## src/rtl/dmac_cfg_pkg.sv

```systemverilog
`default_nettype none
// ============================================================================
// Module   : dmac_cfg_pkg
// Purpose  : Shared register offsets, CTRL bit positions and channel states
//            for the DMAC configuration register file.
// Revision : 1.0
// ============================================================================
package dmac_cfg_pkg;

    localparam logic [1:0] REG_SRC  = 2'd0;
    localparam logic [1:0] REG_DST  = 2'd1;
    localparam logic [1:0] REG_LEN  = 2'd2;
    localparam logic [1:0] REG_CTRL = 2'd3;

    localparam int CTRL_START  = 0;
    localparam int CTRL_BUSY   = 1;
    localparam int CTRL_DONE   = 2;
    localparam int CTRL_IRQ_EN = 3;

    typedef enum logic [0:0] {
        CH_IDLE = 1'b0,
        CH_BUSY = 1'b1
    } ch_state_e;

endpackage
`default_nettype wire

```

## src/rtl/dmac_cfg_ch.sv

```systemverilog
`default_nettype none
// ============================================================================
// Module   : dmac_cfg_ch
// Purpose  : One DMA channel: SRC/DST/LEN/CTRL registers, idle/busy state
//            machine, one-cycle start pulse and interrupt term.
// Revision : 1.0
// ============================================================================
module dmac_cfg_ch
    import dmac_cfg_pkg::*;
#(
    parameter int LEN_W = 16
) (
    input  logic             clk,
    input  logic             rst,
    input  logic             wr_src,
    input  logic             wr_dst,
    input  logic             wr_len,
    input  logic             wr_ctrl,
    input  logic [31:0]      wdata,
    input  logic             done_pulse,
    output logic [31:0]      src,
    output logic [31:0]      dst,
    output logic [LEN_W-1:0] len,
    output logic             start,
    output logic             busy,
    output logic             done_flag,
    output logic             irq_en,
    output logic             irq_term
);

    ch_state_e        r_state;
    ch_state_e        w_state_next;
    logic             w_start_next;
    logic             r_start;
    logic [31:0]      r_src;
    logic [31:0]      r_dst;
    logic [LEN_W-1:0] r_len;
    logic             r_done;
    logic             r_irq_en;

    always_comb begin
        w_state_next = r_state;
        w_start_next = 1'b0;
        case (r_state)
            CH_IDLE: begin
                if (wr_ctrl && wdata[CTRL_START]) begin
                    w_state_next = CH_BUSY;
                    w_start_next = 1'b1;
                end
            end
            CH_BUSY: begin
                if (done_pulse) begin
                    w_state_next = CH_IDLE;
                end
            end
            default: w_state_next = CH_IDLE;
        endcase
    end

    always_ff @(posedge clk) begin
        if (rst) begin
            r_state <= CH_IDLE;
            r_start <= 1'b0;
        end else begin
            r_state <= w_state_next;
            r_start <= w_start_next;
        end
    end

    always_ff @(posedge clk) begin
        if (rst) begin
            r_src    <= '0;
            r_dst    <= '0;
            r_len    <= '0;
            r_done   <= 1'b0;
            r_irq_en <= 1'b0;
        end else begin
            if (wr_src) r_src <= wdata;
            if (wr_dst) r_dst <= wdata;
            if (wr_len) r_len <= wdata[LEN_W-1:0];
            if (wr_ctrl) r_irq_en <= wdata[CTRL_IRQ_EN];
            // A completion landing together with a W1C leaves DONE set.
            if (r_state == CH_BUSY && done_pulse) begin
                r_done <= 1'b1;
            end else if (wr_ctrl && wdata[CTRL_DONE]) begin
                r_done <= 1'b0;
            end
        end
    end

    assign src       = r_src;
    assign dst       = r_dst;
    assign len       = r_len;
    assign start     = r_start;
    assign busy      = (r_state == CH_BUSY);
    assign done_flag = r_done;
    assign irq_en    = r_irq_en;
    assign irq_term  = r_done & r_irq_en;

endmodule
`default_nettype wire

```

## src/rtl/dmac_cfg_regfile.sv

```systemverilog
`default_nettype none
// ============================================================================
// Module   : dmac_cfg_regfile
// Purpose  : Multi-channel DMAC configuration register file: address decode,
//            registered read mux and registered interrupt reduction.
// Revision : 1.0
// ============================================================================
module dmac_cfg_regfile
    import dmac_cfg_pkg::*;
#(
    parameter int NUM_CH = 4,
    parameter int ADDR_W = 8,
    parameter int LEN_W  = 16
) (
    input  logic                    clk,
    input  logic                    rst,
    input  logic                    wren_i,
    input  logic                    rden_i,
    input  logic [ADDR_W-1:0]       addr_i,
    input  logic [31:0]             wdata_i,
    output logic [31:0]             rdata_o,
    input  logic [NUM_CH-1:0]       done_i,
    output logic [NUM_CH-1:0]       start_o,
    output logic [NUM_CH*32-1:0]    src_o,
    output logic [NUM_CH*32-1:0]    dst_o,
    output logic [NUM_CH*LEN_W-1:0] len_o,
    output logic                    irq_o
);

    localparam int CH_W = ADDR_W - 2;

    logic [CH_W-1:0]   w_ch;
    logic [1:0]        w_reg;
    logic [NUM_CH-1:0] w_busy;
    logic [NUM_CH-1:0] w_done;
    logic [NUM_CH-1:0] w_irq_en;
    logic [NUM_CH-1:0] w_irq_term;
    logic [31:0]       w_rd_data;
    logic [31:0]       r_rdata;
    logic              r_irq;

    assign w_ch  = addr_i[ADDR_W-1:2];
    assign w_reg = addr_i[1:0];

    // Channel addresses at or above NUM_CH match no instance, so they decode to nothing.
    generate
        for (genvar c = 0; c < NUM_CH; c++) begin : g_ch
            logic w_sel;
            assign w_sel = wren_i && (w_ch == CH_W'(c));

            dmac_cfg_ch #(
                .LEN_W (LEN_W)
            ) u_ch (
                .clk        (clk),
                .rst        (rst),
                .wr_src     (w_sel && (w_reg == REG_SRC)),
                .wr_dst     (w_sel && (w_reg == REG_DST)),
                .wr_len     (w_sel && (w_reg == REG_LEN)),
                .wr_ctrl    (w_sel && (w_reg == REG_CTRL)),
                .wdata      (wdata_i),
                .done_pulse (done_i[c]),
                .src        (src_o[32*c +: 32]),
                .dst        (dst_o[32*c +: 32]),
                .len        (len_o[LEN_W*c +: LEN_W]),
                .start      (start_o[c]),
                .busy       (w_busy[c]),
                .done_flag  (w_done[c]),
                .irq_en     (w_irq_en[c]),
                .irq_term   (w_irq_term[c])
            );
        end
    endgenerate

    always_comb begin
        w_rd_data = '0;
        for (int c = 0; c < NUM_CH; c++) begin
            if (w_ch == CH_W'(c)) begin
                case (w_reg)
                    REG_SRC: w_rd_data = src_o[32*c +: 32];
                    REG_DST: w_rd_data = dst_o[32*c +: 32];
                    REG_LEN: w_rd_data = 32'(len_o[LEN_W*c +: LEN_W]);
                    REG_CTRL: begin
                        w_rd_data[CTRL_BUSY]   = w_busy[c];
                        w_rd_data[CTRL_DONE]   = w_done[c];
                        w_rd_data[CTRL_IRQ_EN] = w_irq_en[c];
                    end
                    default: w_rd_data = '0;
                endcase
            end
        end
    end

    always_ff @(posedge clk) begin
        if (rst) begin
            r_rdata <= '0;
            r_irq   <= 1'b0;
        end else begin
            r_rdata <= rden_i ? w_rd_data : 32'd0;
            r_irq   <= |w_irq_term;
        end
    end

    assign rdata_o = r_rdata;
    assign irq_o   = r_irq;

endmodule
`default_nettype wire

```

## config.mk

```make
export PLATFORM = sky130hd
export DESIGN_NAME = dmac_cfg_regfile
export DESIGN_NICKNAME = d
export VERILOG_FILES = /design/src/rtl/dmac_cfg_pkg.sv /design/src/rtl/dmac_cfg_ch.sv /design/src/rtl/dmac_cfg_regfile.sv
export SDC_FILE = /design/constraint.sdc
export NUM_CORES = 1
export LEC_CHECK = 0
export ABC_CLOCK_PERIOD_IN_PS = 2500
export CAP_MARGIN = 30
export CORE_ASPECT_RATIO = 0.8
export CORE_MARGIN = 3
export CORE_UTILIZATION = 25
export DETAILED_ROUTE_END_ITERATION = 7
export PLACE_DENSITY = 0.55
export SYNTH_ARGS = -nofsm -noshare
export SYNTH_HDL_FRONTEND = slang
export SYNTH_HIERARCHICAL = 1
export SYNTH_SLANG_ARGS = --single-unit
export TNS_END_PERCENT = 50
```

## constraint.sdc

```tcl
create_clock -name clk -period 2.5 [get_ports clk]
set_input_delay 0.25 -clock clk [delete_from_list [all_inputs] [get_ports clk]]
set_output_delay 0.25 -clock clk [all_outputs]
set_load 0.01 [all_outputs]
```

Word level (Yosys, flattened, before mapping)

Cells that the tools add are included.
Widths: inputs -> output; s select.

Multiplexer cells: 36
Bitwise operators: 9
Eq/ne operators: 6
Reduce and logical (&&, ||, !) cells: 44

Operators with widths:

| kind               | count |
|---|---|
| $pmux 28 s3        | 4 |
| $mux 32            | 4 |
| $pmux 3 s4         | 4 |
| $logic_and 1x1->1  | 32 |
| $mux 1             | 16 |
| $eq 6x2->1 const B | 2 |
| $pmux 1 s3         | 4 |
| $reduce_or 2->1    | 5 |
| $pmux 1 s2         | 4 |
| $reduce_bool 2->1  | 4 |
| $eq 6x1->1 const B | 1 |
| $logic_not 6->1    | 1 |
| $not 1->1          | 5 |
| $and 1x1->1        | 4 |
| $eq 2x2->1 const B | 2 |
| $reduce_or 4->1    | 1 |
| $eq 2x1->1 const B | 1 |
| $logic_not 2->1    | 1 |

Output and inout bits: 357
Register bits after elaboration: 369
Logic and storage cells: 125
Input port bits: 48

Logic depth before layout (Yosys ltp)

Gate-level depths: netlist of the first run.

Depth in word-level cells: 9
Gate-level depth with buffers: 10
Gate-level depth less buffers: 5

Modules after synthesis

Netlist of the first run, hierarchy kept.

By module, submodules not included:

| module           | cells an instance | area each (um^2) | instances |
|---|---|---|---|
| dmac_cfg_ch      | 273               | 3066.7           | 4 |
| dmac_cfg_regfile | 386               | 3679.8           | 1 |

Least setup slack after synthesis of the first run

OpenSTA, ideal clock, no wires.

Path type: input to register
Start: input port addr_i[0]
End: register g_ch[3].u_ch.r_src[31]
Cell stages on the path: 10
Arrival: 2.039 ns
Path slack: 0.333 ns
Path buffers: 6
Library setup time: 0.128 ns
Data required time: 2.372 ns
Path through: buf_2 -> buf_2 -> buf_4 -> buf_4 -> or3b_2 -> nor2_1 -> buf_6 -> buf_12 -> mux2i_1 -> nor2_1

Cells in the longest elaborated chain, start to end: 2

RTL lines:

| item                   | line                   | source |
|---|---|---|
| start: declaration     | dmac_cfg_regfile.sv:19 | `input logic [ADDR_W-1:0] addr_i,` |
| $logic_not 2->1        | dmac_cfg_regfile.sv:56 | `.wr_src (w_sel && (w_reg == REG_SRC)),` |
| $logic_and 1x1->1      | dmac_cfg_regfile.sv:56 |  |
| end signal: assignment | dmac_cfg_ch.sv:78      | `if (wr_src) r_src <= wdata;` |
| end: declaration       | dmac_cfg_ch.sv:35      | `logic [31:0] r_src;` |

No other way between the ends.
A chain may end at the register's enable or synchronous reset.

Worst setup path after layout of the first run

Start: input port addr_i[5]
End: register g_ch[0].u_ch.r_src[21]

Cells in the longest elaborated chain, start to end: 3

RTL lines:

| item                   | line                   | source |
|---|---|---|
| $logic_not 6->1        | dmac_cfg_regfile.sv:49 | `assign w_sel = wren_i && (w_ch == CH_W'(c));` |
| $logic_and 1x1->1      | dmac_cfg_regfile.sv:49 |  |
| $logic_and 1x1->1      | dmac_cfg_regfile.sv:56 |  |
| end signal: assignment | dmac_cfg_ch.sv:78      |  |
| end: declaration       | dmac_cfg_ch.sv:35      |  |

No other way between the ends.

==> metrics, run 1 <==
Critical Path AT=2730 ps; Initial Util=25.4%; DRC=0; cell taking the most area after synthesis=dfxtp_1; Clock Power Share=50.0%; Final setup violation count=0; fin nets=1935; H-Tree Depth=2; antenna-violating nets left=0; leakage power=7.45 nW; R2R depth=4; starting DRC count in detailed routing=910; worst-path fanout max=17; Hold/Removal Path Class=input pin to flop; Vias/cell=4.71; cell internal pwr=9.95 mW; largest net degree at the start of global routing=121; Routed wire per std cell=23.2 um; ant diodes=0; GRT overflow=0; status=finished clean; CTS Buffer Depth=3; clk_lat worst skew=580 ps; number of global-route vias before repair=12900; clk slew on worst S/H paths=60 ps; Layout area overhead=41.2%; initial antenna violation count=2; Yosys cell types=39; maximum vdd ir drop=0.398 mV; Total Neg Setup Slack=0 ps; worst rel slew slack=41.0%; clk_skew=17.6 ps; sequential fraction of the synthesis area=46.3%; RSZ-0062 raised after global routing=no; fraction of registers with async set/reset=0%; Cells after Synth=1478; startpoint types=input pin; commonest non-fill, non-tap cell in the layout=mux2i_1; Psw=3.01 mW; clk sinks=369; Post-synth EDFFs=0; register area=7390 um^2; Final Total Pwr=13.0 mW; total track usage=18.4%; Worst-Margin Slew=877 ps; Inserted Clock Buffers=43; final hold vios=0; syn_area_per_cell=10.8 um^2; Synth Warn #=6; Die H=232 um; share of cells above drive strength 1=11.1%; final design utilization=35.8%; worst path required time=2910 ps; period utilisation layout=92.7%; crit path kind=input pin to flop; Buffers on Ports=404; global-route wire length before repair=91300 um; area fraction of the dominant cell type after synthesis=46.3%; Clock Root Buffer=clkbuf_16; Final Max Slew Viols=0; Post-DP HPWL=46000 um; CTS resizes=0; R2R Path End=rdata_o[0]$_SDFF_PP0_; Placed Cells=2680; Die ar.=66900 um^2; Cell Area, Synth=15900 um^2; Filler cells=6186; reg2reg setup slack=880 ps; Core Area=62900 um^2; vias post-DR=13000; Detailed Routing Iterations Pass 1=7; Yosys reg bits=369; combinational share of power=4.6%; Min Hold Slack=287 ps; global placement routability congestion=0.824; footprint of the multi-input gates=7530 um^2; Power Density=576 nW/um^2; Die Width=288 um; crit path from=addr_i[5]; MaxCap Viol Count=0; I/O Pins=405; crit path time final=2320 ps; Switching Fraction=23.2%; Total Wirelength=63900 um; syn_nets=1526; non-filler cells, final=2758; worst setup path end=g_ch[0].u_ch/src[21]$_SDFFE_PP0P_; Seq pwr share=45.5%; row cnt=82; RR Startpoint=g_ch[1].u_ch/src[0]$_SDFFE_PP0P_; CTS tree=built; Critical Path Sink Type=flop; top post-synthesis cells by area=dfxtp_1 (46%), mux2i_1 (26%), nor2_1 (8.3%); ys flop type=dfxtp_1; commonest cells after routing, fill and taps aside=mux2i_1 (408), clkdlybuf4s50_1 (401), dfxtp_1 (369); fmax=432 MHz
## synthesized netlist by cell type (all sizes together) (4+ instances only)
library cell and n:
a222oi 18, a21oi 8, and2 4, nor2 353
buf 103, or3b 5, mux2 16, dfxtp 369
o22ai 18, nand3 5, o21ai 11, clkbuf 17
mux4 19, nand2 22, mux2i 408, o2bb2ai 48
nor3 8, o211ai 4, a22oi 8, o21a 9
a21bo 4, o31ai 4
## worst max-delay path: stages
cell	delay, ps
clkdlybuf4s50_1	420
nor4_1	780
buf_4	260
nand3_1	100
buf_4	200
nor2_4	180
buf_12	240
mux2i_1	210
nor2_1	60
## sequential cells by signal, summed over array words and instances, names as in the netlist
register             cells
g_ch.u_ch/src          128
rdata_o                 32
g_ch.u_ch/len           64
g_ch.u_ch/dst          128
g_ch.u_ch/irq_en         4
g_ch.u_ch/busy           4
irq_o                    1
g_ch.u_ch/start          4
g_ch.u_ch/done_flag      4
## final cells by class
| cell class | instances | area share [%] |
|---|---|---|
| repair buffers | 484 | 22.6 |
| clock buffers | 61 | 5.66 |
| well taps | 840 | 4.67 |
| flip-flops and latches | 369 | 32.8 |
| multi-input cells | 987 | 33.4 |
| inverters | 2 | 0.0333 |
| clock inverters | 15 | 0.767 |
## per-stage QoR
step	setup WS, ps	instance area [um^2]
finish	183	22500
global route	136	22500
floorplan	333	15900
global placement	-418	21000
CTS	219	22500
detailed placement	-373	21000
## what timing repair did
| item | CTS | global route |
|---|---|---|
| setup buffers | 0 | 0 |
| hold endpoints to repair | 8 | 0 |
| hold buffers | 1 | 0 |
## how the worst min path moves through the flow
stage,start,end,depth (start not counted)
6_report,done_i[2],g_ch[2].u_ch/done_flag$_SDFFE_PP0P_,3
5_1_grt,done_i[2],g_ch[2].u_ch/done_flag$_SDFFE_PP0P_,3
4_1_cts,done_i[2],g_ch[2].u_ch/done_flag$_SDFFE_PP0P_,3
3_5_place_dp,g_ch[2].u_ch/busy$_SDFF_PP0_,g_ch[2].u_ch/start$_SDFF_PP0_,1
3_3_place_gp,g_ch[2].u_ch/busy$_SDFF_PP0_,g_ch[2].u_ch/start$_SDFF_PP0_,1
2_1_floorplan,rst,irq_o$_SDFF_PP0_,1
## power groups by stage
stage	sequential, mW	combinational (mW)	clock (mW)
after floorplan	6.02	0.269	0
after detailed placement	6.02	0.591	0
final	5.89	0.595	6.47
after CTS	5.89	0.594	6.67
after global routing	5.89	0.630	6.90
after global placement	6.02	0.586	0
## cells by family (layout without fill, tap and decap cells)
logic type	after synthesis	count (layout)	synth area share, %
muxes	443	443	29.4
DFF	369	369	46.3
and+or+nand+nor	406	406	10.3
buffers and inverters	122	562	7.07
AOI/OAI and AO/OA	138	138	6.89
## routing by layer
| layer | vias to the layer above | track usage (%) | part of all wire, % |
|---|---|---|---|
| li1 | 6048 | - | - |
| met1 | 6410 | 25.5 | 46 |
| met2 | 447 | 28.5 | 44 |
| met3 | 91 | 4.28 | 6.8 |
| met4 | 2 | 5.19 | 2.5 |
| met5 | - | 0 | 0.023 |
No activity file was read; power rests on OpenSTA's default activity.
==> run 2: changes to the inputs <==
- ABC_CLOCK_PERIOD_IN_PS: 2500 -> unset
==> results of run 2 <==
No change in the layout: final DEF, timing and power equal those of run 1.
==> run 3: changes to the inputs <==
- CORE_MARGIN: 3 -> unset
==> run 3 against run 2 <==
Net effect: critical path depth rose by 1; hold slack worse by 51 ps; first-iteration DRC count rose by 7.1%; global-route usage is 0.71 points higher; via count is 0.22% higher; final cell count is 0.18% higher; maximum frequency increased by 17%; sequential power about the same; routed wire length increased by 0.15%; sequential share of layout area is 0.15 points lower; final area rose by 0.47%; largest power group unchanged; highest routed layer is now met4.
==> metrics, run 3 (synthesis gave the netlist of run 1 again) <==
RSZ-0062 raised after global routing=no; Seq pwr share=44.2%; worst-path cell chain=clkdlybuf4s50_1 > nor4_1 > clkbuf_2 > buf_4 > nand3_1 > buf_4 > nor2_4 > buf_12 > mux2i_1 > nor2_1; final hold vios=0; Crit-path slowest cell=clkdlybuf4s50_1; Buffers on Ports=404; Psw=3.09 mW; commonest non-fill, non-tap cell in the layout=mux2i_1; I/O Pins=405; Inserted Clock Buffers=44; worst-path fanout max=23; CTS Buffer Depth=3; Detailed Routing Iterations Pass 1=5; Top Family by Delay on Critical Path=buffers and inverters; Power Density=589 nW/um^2; MaxCap Viol Count=0; DRC=0; Final setup violation count=0; row cnt=82; most frequent CP cell=buf_4; H-Tree Depth=2; Total Wirelength=64000 um; Routed wire per std cell=23.2 um; vias post-DR=13000; combinational share of power=4.4%; number of global-route vias before repair=12900; global-route wire length before repair=92100 um; Layout area overhead=41.9%; Vias/cell=4.71; antenna-violating nets left=0; leakage power=7.50 nW; WP depth=10; CTS resizes=0; GRT overflow=0; R2R Path End=rdata_o[5]$_SDFF_PP0_; grt met3 use=4.23%; crit path from=addr_i[5]; clk slew on worst S/H paths=60 ps; Clock Power Share=51.4%; reg2reg setup slack=950 ps; R2R depth=5; fmax=506 MHz; setup bufs post-CTS=0; status=finished clean; Critical Path AT=2400 ps; crit path time final=1980 ps; max incr delay on CP=420 ps; commonest cells after routing, fill and taps aside=mux2i_1 (408), clkdlybuf4s50_1 (401), dfxtp_1 (369); DP Worst Slack=-445 ps; total track usage=19.1%; global placement routability congestion=0.855; period utilisation layout=79.1%; starting DRC count in detailed routing=975; RR Startpoint=g_ch[1].u_ch/src[5]$_SDFFE_PP0P_; GRT Max-Usage Layer=met2; Die Width=284 um; GR Layer Usage met1=26.7%; worst setup path end=g_ch[3].u_ch/src[11]$_SDFFE_PP0P_; routing usage on met2=29.5%; CTS tree=built; fin nets=1940; clk_lat worst skew=580 ps; CP bufs+invs=5; Hold/Removal Path Class=input pin to flop; crit path kind=input pin to flop; Clock Root Buffer=clkbuf_16; cell internal pwr=10.2 mW; Post-CTS Hold Fix Bufs=0; worst rel slew slack=23.1%; initial antenna violation count=1; Final WS setup=524 ps; startpoint types=input pin; Core Area=62900 um^2; Critical Path Sink Type=flop; worst path required time=2920 ps; Post-DP HPWL=45000 um; Final Max Slew Viols=0; Die H=228 um; final design utilization=36.0%; Die ar.=64800 um^2; maximum vdd ir drop=0.408 mV; clk sinks=369; largest net degree at the start of global routing=181; clk_skew=19.4 ps; share of cells above drive strength 1=11.3%; Initial Util=25.4%; Switching Fraction=23.2%; Worst-Margin Slew=1150 ps
run 3: per-stage QoR:
step	hold slack, ps	cell area, um^2	std cells	power [mW]	setup TNS [ps]
after floorplan	322	15900	1478	6.29	0
after global placement	492	21100	2685	6.61	-131180
after detailed placement	484	21100	2685	6.61	-123220
after CTS	242	22600	2761	13.5	0
after global routing	247	22600	2762	13.8	0
final	237	22600	2763	13.3	0
run 3: worst min-delay path, stage by stage:
cell    delay (ps)
buf_8          110
buf_12         190
nor2_1         160
run 3: power groups by stage:
stage / combinational [mW] / clock (mW) / sequential [mW]
floorplan: 0.269 / 0 / 6.02
detailed placement: 0.588 / 0 / 6.02
finish: 0.586 / 6.85 / 5.89
CTS: 0.590 / 7.03 / 5.89
global placement: 0.584 / 0 / 6.02
global route: 0.620 / 7.26 / 5.89
run 3: layer usage:
| metal | part of all wire (%) | routed length (um) |
|---|---|---|
| met4 | 2.3 | 1470 |
| met3 | 6.8 | 4330 |
| met2 | 44 | 28300 |
| met1 | 47 | 29900 |
| met5 | 0 | 0 |
run 3: how the worst min path moves through the flow:
stage                                                     end                         startpoint  cells after the start  slack (ps)
after global placement      g_ch[2].u_ch/src[30]$_SDFFE_PP0P_  g_ch[2].u_ch/src[30]$_SDFFE_PP0P_                      2         490
after floorplan                              irq_o$_SDFF_PP0_                                rst                      1         320
after detailed placement        g_ch[3].u_ch/start$_SDFF_PP0_       g_ch[3].u_ch/busy$_SDFF_PP0_                      1         480
final                        g_ch[0].u_ch/src[2]$_SDFFE_PP0P_                                rst                      3         240
after global routing         g_ch[2].u_ch/len[1]$_SDFFE_PP0P_                                rst                      3         250
after CTS                 g_ch[2].u_ch/done_flag$_SDFFE_PP0P_                          done_i[2]                      3         240
run 3: final cells by class:
type | count | area [um^2]
timing repair buffer | 488 | 5130
fill | 6207 | 40300
inverter | 2 | 7.51
clock buffer | 59 | 1260
multi-input combinational | 987 | 7530
clock inverter | 17 | 262
antenna | 1 | 2.50
sequential | 369 | 7390
tap | 840 | 1050
